`config.mk`:
```
export PLATFORM = sky130hd
export DESIGN_NAME = lw_sha_padder
export DESIGN_NICKNAME = d
export VERILOG_FILES = /design/src/rtl/lw_sha_padder.sv
export SDC_FILE = /design/constraint.sdc
export NUM_CORES = 1
export LEC_CHECK = 0
export CAP_MARGIN = 20
export CORE_AREA = 3 3 127 129
export DETAILED_ROUTE_END_ITERATION = 6
export DIE_AREA = 0 0 130 132
export PLACE_DENSITY_LB_ADDON = 0.05
export SETUP_SLACK_MARGIN = 0.05
export SKIP_LAST_GASP = 1
export SLEW_MARGIN = 20
export SYNTH_ARGS = -nofsm -noshare
export SYNTH_HDL_FRONTEND = slang
export SYNTH_SLANG_ARGS = --single-unit
```
`constraint.sdc`:
```
create_clock -name clk_i -period 5.6 [get_ports clk_i]
set_input_delay 1.12 -clock clk_i [delete_from_list [all_inputs] [get_ports clk_i]]
set_output_delay 1.12 -clock clk_i [all_outputs]
set_load 0.01 [all_outputs]
```
`src/rtl/lw_sha_padder.sv`:
```
// rtl/lw_sha_padder.sv - SHA-224/256 message padder feeding a word-serial hash core
// Appends the 0x80 terminator, zero fill and 64-bit bit length to a big-endian word stream.
module lw_sha_padder (
  input  logic        clk_i,
  input  logic        aresetn_i,
  input  logic        msg_start_i,
  input  logic        opcode_i,
  input  logic        msg_valid_i,
  input  logic [31:0] msg_data_i,
  input  logic        msg_last_i,
  input  logic [2:0]  msg_nbytes_i,
  output logic        msg_ready_o,
  input  logic        abort_i,
  input  logic        core_ready_i,
  input  logic        word_ready_i,
  output logic        start_o,
  output logic        data_valid_o,
  output logic        last_o,
  output logic        abort_o,
  output logic [31:0] data_o,
  output logic        opcode_o
);

  typedef enum logic [2:0] {IDLE, MSG, PAD, LEN_HI, LEN_LO} state_t;

  state_t      state;
  logic [60:0] byte_cnt;
  logic [3:0]  widx;
  logic        first_pend;
  logic        term_pend;
  logic        final_blk;

  logic        xfer;
  logic        can_load;
  logic        msg_take;
  logic [3:0]  load_idx;
  logic [31:0] tail_word;
  logic [60:0] nb_add;
  logic [63:0] bit_len;

  // widx counts transfers; a word loaded in the same cycle as a transfer takes the next slot
  assign xfer        = data_valid_o && word_ready_i;
  assign can_load    = !data_valid_o || word_ready_i;
  assign load_idx    = xfer ? (widx + 4'd1) : widx;
  assign msg_ready_o = (state == MSG) && can_load;
  assign msg_take    = msg_valid_i && msg_ready_o;
  assign bit_len     = {byte_cnt, 3'b000};
  assign nb_add      = msg_nbytes_i[2] ? 61'd4 : {58'd0, msg_nbytes_i};

  always_comb begin
    tail_word = 32'h8000_0000;
    case (msg_nbytes_i)
      3'd1:    tail_word = {msg_data_i[31:24], 24'h80_0000};
      3'd2:    tail_word = {msg_data_i[31:16], 16'h8000};
      3'd3:    tail_word = {msg_data_i[31:8], 8'h80};
      default: tail_word = 32'h8000_0000;
    endcase
  end

  always_ff @(posedge clk_i or negedge aresetn_i) begin
    if (!aresetn_i) begin
      state        <= IDLE;
      byte_cnt     <= '0;
      widx         <= '0;
      first_pend   <= 1'b0;
      term_pend    <= 1'b0;
      final_blk    <= 1'b0;
      start_o      <= 1'b0;
      data_valid_o <= 1'b0;
      last_o       <= 1'b0;
      abort_o      <= 1'b0;
      data_o       <= '0;
      opcode_o     <= 1'b0;
    end else begin
      abort_o <= 1'b0;
      if ((state != IDLE) && abort_i) begin
        state        <= IDLE;
        data_valid_o <= 1'b0;
        start_o      <= 1'b0;
        last_o       <= 1'b0;
        abort_o      <= 1'b1;
        first_pend   <= 1'b0;
        term_pend    <= 1'b0;
        final_blk    <= 1'b0;
      end else begin
        if (xfer) begin
          widx    <= widx + 4'd1;
          start_o <= 1'b0;
        end
        case (state)
          IDLE: begin
            if (msg_start_i && core_ready_i) begin
              state      <= MSG;
              opcode_o   <= opcode_i;
              byte_cnt   <= '0;
              widx       <= '0;
              first_pend <= 1'b1;
              term_pend  <= 1'b0;
              final_blk  <= 1'b0;
            end
          end
          MSG: begin
            if (msg_take) begin
              data_valid_o <= 1'b1;
              start_o      <= first_pend;
              first_pend   <= 1'b0;
              if (!msg_last_i) begin
                data_o   <= msg_data_i;
                byte_cnt <= byte_cnt + 61'd4;
                last_o   <= 1'b0;
              end else if (msg_nbytes_i[2]) begin
                // full final word: the terminator goes out as its own word from PAD
                data_o    <= msg_data_i;
                byte_cnt  <= byte_cnt + nb_add;
                last_o    <= 1'b0;
                term_pend <= 1'b1;
                state     <= PAD;
              end else begin
                data_o    <= tail_word;
                byte_cnt  <= byte_cnt + nb_add;
                last_o    <= (load_idx <= 4'd13);
                final_blk <= (load_idx <= 4'd13);
                state     <= PAD;
              end
            end else if (xfer) begin
              data_valid_o <= 1'b0;
            end
          end
          PAD: begin
            if (xfer) begin
              data_valid_o <= 1'b1;
              if (term_pend) begin
                data_o    <= 32'h8000_0000;
                term_pend <= 1'b0;
                last_o    <= (load_idx <= 4'd13);
                final_blk <= (load_idx <= 4'd13);
              end else if (final_blk && (load_idx == 4'd14)) begin
                data_o <= bit_len[63:32];
                last_o <= 1'b1;
                state  <= LEN_HI;
              end else begin
                data_o <= '0;
                // slot 0 of an overflow block starts the final block
                if (load_idx == 4'd0) begin
                  final_blk <= 1'b1;
                  last_o    <= 1'b1;
                end
              end
            end
          end
          LEN_HI: begin
            if (xfer) begin
              data_o <= bit_len[31:0];
              state  <= LEN_LO;
            end
          end
          LEN_LO: begin
            if (xfer) begin
              data_valid_o <= 1'b0;
              last_o       <= 1'b0;
              final_blk    <= 1'b0;
              state        <= IDLE;
            end
          end
          default: state <= IDLE;
        endcase
      end
    end
  end

endmodule

```
### Word-level counts from Yosys, hierarchy flattened

Index checks and enable logic that the tools add are counted.

* memory bits (read-only): 0
* bits in latches: 0
* register bits after elaboration: 108
* memories: 0
* bits of input ports: 44
* memory bits (writable): 0
* word-level logic and storage cells: 133

* reduce and logical (&&, ||, !) cells: 26
* add/sub/neg operators: 3
* divide/modulo/power cells: 0
* multipliers: 0
* shift operators: 0
* muxes and demuxes: 65
* bitwise logic cells: 1
* magnitude comparators: 1
* equal/unequal tests: 25

Operator list (count)
* 32-bit two-way mux: 7
* 32-bit case mux with 3 select lines: 2
* 61-bit two-way mux: 3
* 61-bit case mux with 2 select lines: 1
* 61-bit by 3-bit adder with 61-bit output: 1
* 61-bit by 3-bit adder with 61-bit output, second input constant: 1
* 1-bit two-way mux: 33
* 3-bit two-way mux: 10
* 3-bit != test, second input constant: 6
* 3-bit case mux with 5 select lines: 1
* 3-bit by 2-bit equality test with 1-bit output, second input constant: 4
* 4-bit two-way mux: 3
* 3-bit by 2-bit != test with 1-bit output, second input constant: 4
* 5-bit AND reduction: 2
* 1-bit case mux with 3 select lines: 3
* 9-bit AND reduction: 1
* 3-bit nonzero test: 3
* 2-bit != test, second input constant: 4
* 4-bit != test, second input constant: 2
* 8-bit AND reduction: 1
* 4-bit nonzero test: 2
* 3-bit by 1-bit equality test with 1-bit output, second input constant: 2
* 1-bit logical AND: 6
* 3-bit AND reduction: 2
* other kinds (17): 17

### Logic depth before layout (Yosys ltp)

* depth in word-level cells: 9
* gate-level depth with buffers: 11
* mapped depth without buffers: 9

### Worst setup path before layout

No wires, ideal clock.

* path type: input port to flip-flop
* from: input msg_nbytes_i[1]
* to: register byte_cnt[55]
* setup time: 78 ps
* path slack: 2495 ps
* required time: 5522 ps
* stages on the path: 9
* data arrival time: 3027 ps
* path through: nor2b_1 > ha_1 > a21oi_1 > nor2b_1 > o221a_2 > clkbuf_1 > nand3_1 > or4_1 > a21oi_1

* cells in the longest elaborated chain, start to end: 5

Ends and longest elaborated chain
* from (decl): RTL line 11 `input logic [2:0] msg_nbytes_i,`
* 3-bit two-way mux: RTL line 48 `assign nb_add = msg_nbytes_i[2] ? 61'd4 : {58'd0, msg_nbytes_i};`
* 61-bit by 3-bit adder with 61-bit output: RTL line 114, 120
* 61-bit two-way mux: RTL line 107 `if (!msg_last_i) begin`
* 61-bit two-way mux: RTL line 103 `if (msg_take) begin`
* 61-bit case mux with 2 select lines: RTL line 90 `case (state)`
* to (signal assigned): RTL line 109 `byte_cnt <= byte_cnt + 61'd4;`
* to (signal assigned): RTL line 114 `byte_cnt <= byte_cnt + nb_add;`
* to (signal assigned): RTL line 120 `byte_cnt <= byte_cnt + nb_add;`
* to (decl): RTL line 27 `logic [60:0] byte_cnt;`

Every way passes these cells. The select of a mux whose other input is x is not followed.
A chain may end at the register's enable or synchronous reset.

### Worst setup path after layout

* from: input msg_nbytes_i[2]
* to: register byte_cnt[60]

The elaborated chain is that of the path after synthesis.

==> impl_metrics.ini <==
[worst_setup_path]
r2r_start = state[0]$_DFFE_PN0P_
crit_cells = 10
cp_cell_sequence = clkdlybuf4s50_1 -> nor2b_1 -> ha_1 -> fa_1 -> a21o_1 -> a31oi_1 -> or4_1 -> nor2_1 -> nand3_1 -> mux2i_1
crit_path_top_delay_cell = or4_1
cp-start-kind = primary input
slowest_delay_ns = 0.88
worstSetupEndpointType = flop
critPathArrivalTime_ns = 4.28
crit_type = primary input to flop
ff2ff_path_depth = 6
reg2reg_to = byte_cnt[60]$_DFFE_PN0P_
worstPathRequired_ns = 5.89
r2r_slack_ns = 2.57
critical_path.top_delay_family = simple AND/OR/NAND/NOR gates
crit_end = byte_cnt[60]$_DFFE_PN0P_
critPathLaunch = msg_nbytes_i[2]
path_max_fanout = 24
cp_num_buf_inv = 1

[placement]
hpwlAfterDp_um = 13100
routabilityCongestion = 0.912
io_buffers = 81
dp.cells = 901

[floorplan]
initial_core_util = 0.399
die_area_um2 = 17200
io_pins = 82
fp.dieW_um = 130
die_h_um = 132
std_cell_rows = 45
core_um2 = 15100

[pwr]
ir_drop_mv = 0.179
p_leak_uw = 0.00290
power_density_nw_per_um2 = 403

[clocking]
clk_pin_slew_ns = 0.08
cts_buffers = 9
insertion_delay_ns = 0.36
ctsHoldBuffers = 0
cts_tree = built
ctsResizeCount = 0
cts_root_buffer = clkbuf_16
cts.path.max_buffers = 2
postCtsSetupBuffers = 0
clock_sink_count = 108
cts_max_level = 3

[worst_hold_path]
holdCritPathClass = flop to flop

[sta]
setup_viol = 0
worstMarginPinSlew_ns = 1.08
tns_ns = 0
fin_crit_sh = 0.714
relSlewSlack = 0.282
max_freq_mhz = 250
fin_crit_ns = 4.00
skew_ns = 0.00948
hold_viol = 0
rsz0062_at_grt = no
final-max-slew-violation-count = 0

[layout]
antenna_cells = 0
syn_to_final_growth_pct = 21.4
nets = 774
drive_gt1_frac = 0.0658
instances_no_fill = 917
fillers = 1456

[synthesis]
synth_edf_count = 0
synth_seq_cells = 108
postSynthCellCount = 664
yosys.cell_types.count = 60
syn_area_um2 = 6040
ys.flop_type = dfrtp_1
syn_nets = 714
avgSynthCellArea_um2 = 9.09
yosysWarnings = 0
ys_seq_area_frac = 0.448
synthArstFlopShare = 1.00

[global_routing]
grt_pass1_vias = 5333
grt_max_degree = 72
gr-usage-all-layers = 0.218
grt_pass1_wl_um = 29500
antenna_found_initial = 0
grt-ovfl-total = 0

[detailed_routing]
wl_per_cell_um = 20.2
drt_iter0_drc = 487
remaining_drc_errors = 4
first_pass_iters = 7
viasPerCell = 5.93
drtAntennaViolNets = 0
vias = 5435
wl_um = 18600

[flow_run]
drv_cap = 0

[outcome]
violations = design-rule violations
status = complete, but fails checks
[kinds of logic (layout without fill, tap and decap cells)]
kind of cell	count (synthesis)	after routing	share of synthesized area
XOR/XNOR	42	42	0.0609
multiplexers	6	6	0.0104
adder cells (fa/ha/maj)	6	6	0.0137
buffers and inverters	55	120	0.0375
flip-flops	108	108	0.448
AND/OR/NAND/NOR	268	268	0.233
AO/OA/AOI/OAI	179	179	0.197
[metal layers]
layer / global-route usage / up-vias / wire [µm]
li1: - / 2590 / -
met1: 0.320 / 2659 / 8910
met2: 0.331 / 166 / 8440
met3: 0.0409 / 20 / 961
met4: 0.0595 / 0 / 262
met5: 0 / - / 0
[report_power, final]
part	internal [µW]	total, µW	switching, µW
clock network	399	712	313
registers	951	1120	174
logic	533	1120	584
total	1880	2950	1070
[worst min path at each step]
stage | from | to | depth (start not counted) | slack, ns
after floorplan | widx[3]$_DFFE_PN0N_ | widx[3]$_DFFE_PN0N_ | 2 | 0.47
after global placement | opcode_o$_DFFE_PN0P_ | opcode_o$_DFFE_PN0P_ | 1 | 0.49
after detailed placement | opcode_o$_DFFE_PN0P_ | opcode_o$_DFFE_PN0P_ | 1 | 0.50
after CTS | opcode_o$_DFFE_PN0P_ | opcode_o$_DFFE_PN0P_ | 1 | 0.52
after global routing | first_pend$_DFFE_PN0P_ | first_pend$_DFFE_PN0P_ | 1 | 0.53
final | opcode_o$_DFFE_PN0P_ | opcode_o$_DFFE_PN0P_ | 1 | 0.51
[cell usage after synthesis, types with 4 or more instances]
library cell	count	area, µm²
a31oi_1	6	37.5
inv_1	13	48.8
ha_1	5	62.6
a222oi_1	7	70.1
mux2i_1	4	40.0
nor4_1	4	25.0
a211oi_1	19	143
nor3_2	8	80.1
a221oi_1	21	184
nand4_1	24	150
and3_1	6	37.5
o31ai_1	8	60.1
o21ai_0	24	120
buf_2	7	35.0
and2_1	5	31.3
xor2_1	19	166
clkbuf_1	29	109
nand3_1	24	120
nor2_1	99	372
nor3_1	16	80.1
a21oi_1	63	315
a32oi_1	5	43.8
nand2_1	31	116
or4_1	6	45.0
dfrtp_1	108	2700
or3_1	14	87.6
nor2b_1	9	56.3
a22o_1	4	35.0
nand2b_1	7	43.8
xnor2_1	23	201
[final cells by class]
class                           instances  area (µm²)  share of cell area
Sequential cell                       108        2700               0.369
Multi-Input combinational cell        501        3130               0.427
Clock inverter                          6        93.8              0.0128
Tap cell                              188         235              0.0321
Clock buffer                           10         229              0.0312
Timing Repair Buffer                   89         881               0.120
Inverter                               15        56.3             0.00768
[worst reg2reg max path: cells and delay by family, from the launching register on]
| kind | cells | cell delay [ns] |
|---|---|---|
| muxes | 1 | 0.14 |
| buffers and inverters | 1 | 0.14 |
| DFF | 1 | 0.78 |
| AOI/OAI and AO/OA | 1 | 0.34 |
| and+or+nand+nor | 3 | 1.51 |
[sequential cells by signal, summed over array words and instances (netlist names)]
signal        count
final_blk         1
byte_cnt         61
last_o            1
abort_o           1
data_o           32
widx              4
term_pend         1
first_pend        1
data_valid_o      1
state             3
opcode_o          1
start_o           1
[through the flow]
stage / utilization / setup WS, ns / total power [µW] / area (µm²) / hold slack (ns)
after floorplan: - / 2.50 / 1730 / 6040 / 0.473
after global placement: 0.463 / 1.36 / 2250 / 7010 / 0.494
after detailed placement: 0.463 / 1.30 / 2260 / 7010 / 0.499
after CTS: 0.484 / 1.65 / 2980 / 7330 / 0.517
after global routing: 0.484 / 1.35 / 3130 / 7330 / 0.526
final: 0.484 / 1.60 / 2950 / 7330 / 0.509
[layout by cell type, fill, tap and decap left out, types with 7 or more instances in the layout]
cell	instances
xor2_1	19
inv_1	13
nor3_1	16
nand4_1	24
or3_1	14
nor2b_1	9
dfrtp_1	107
nor2_1	98
a211oi_1	19
o21ai_0	24
a21oi_1	63
a221oi_1	21
clkdlybuf4s50_1	80
o31ai_1	8
a222oi_1	7
nand3_1	24
buf_4	8
xnor2_1	23
clkbuf_16	9
nor3_2	7
nand2b_1	7
nand2_1	31
Note: power is estimated with default switching activity, not from simulation.
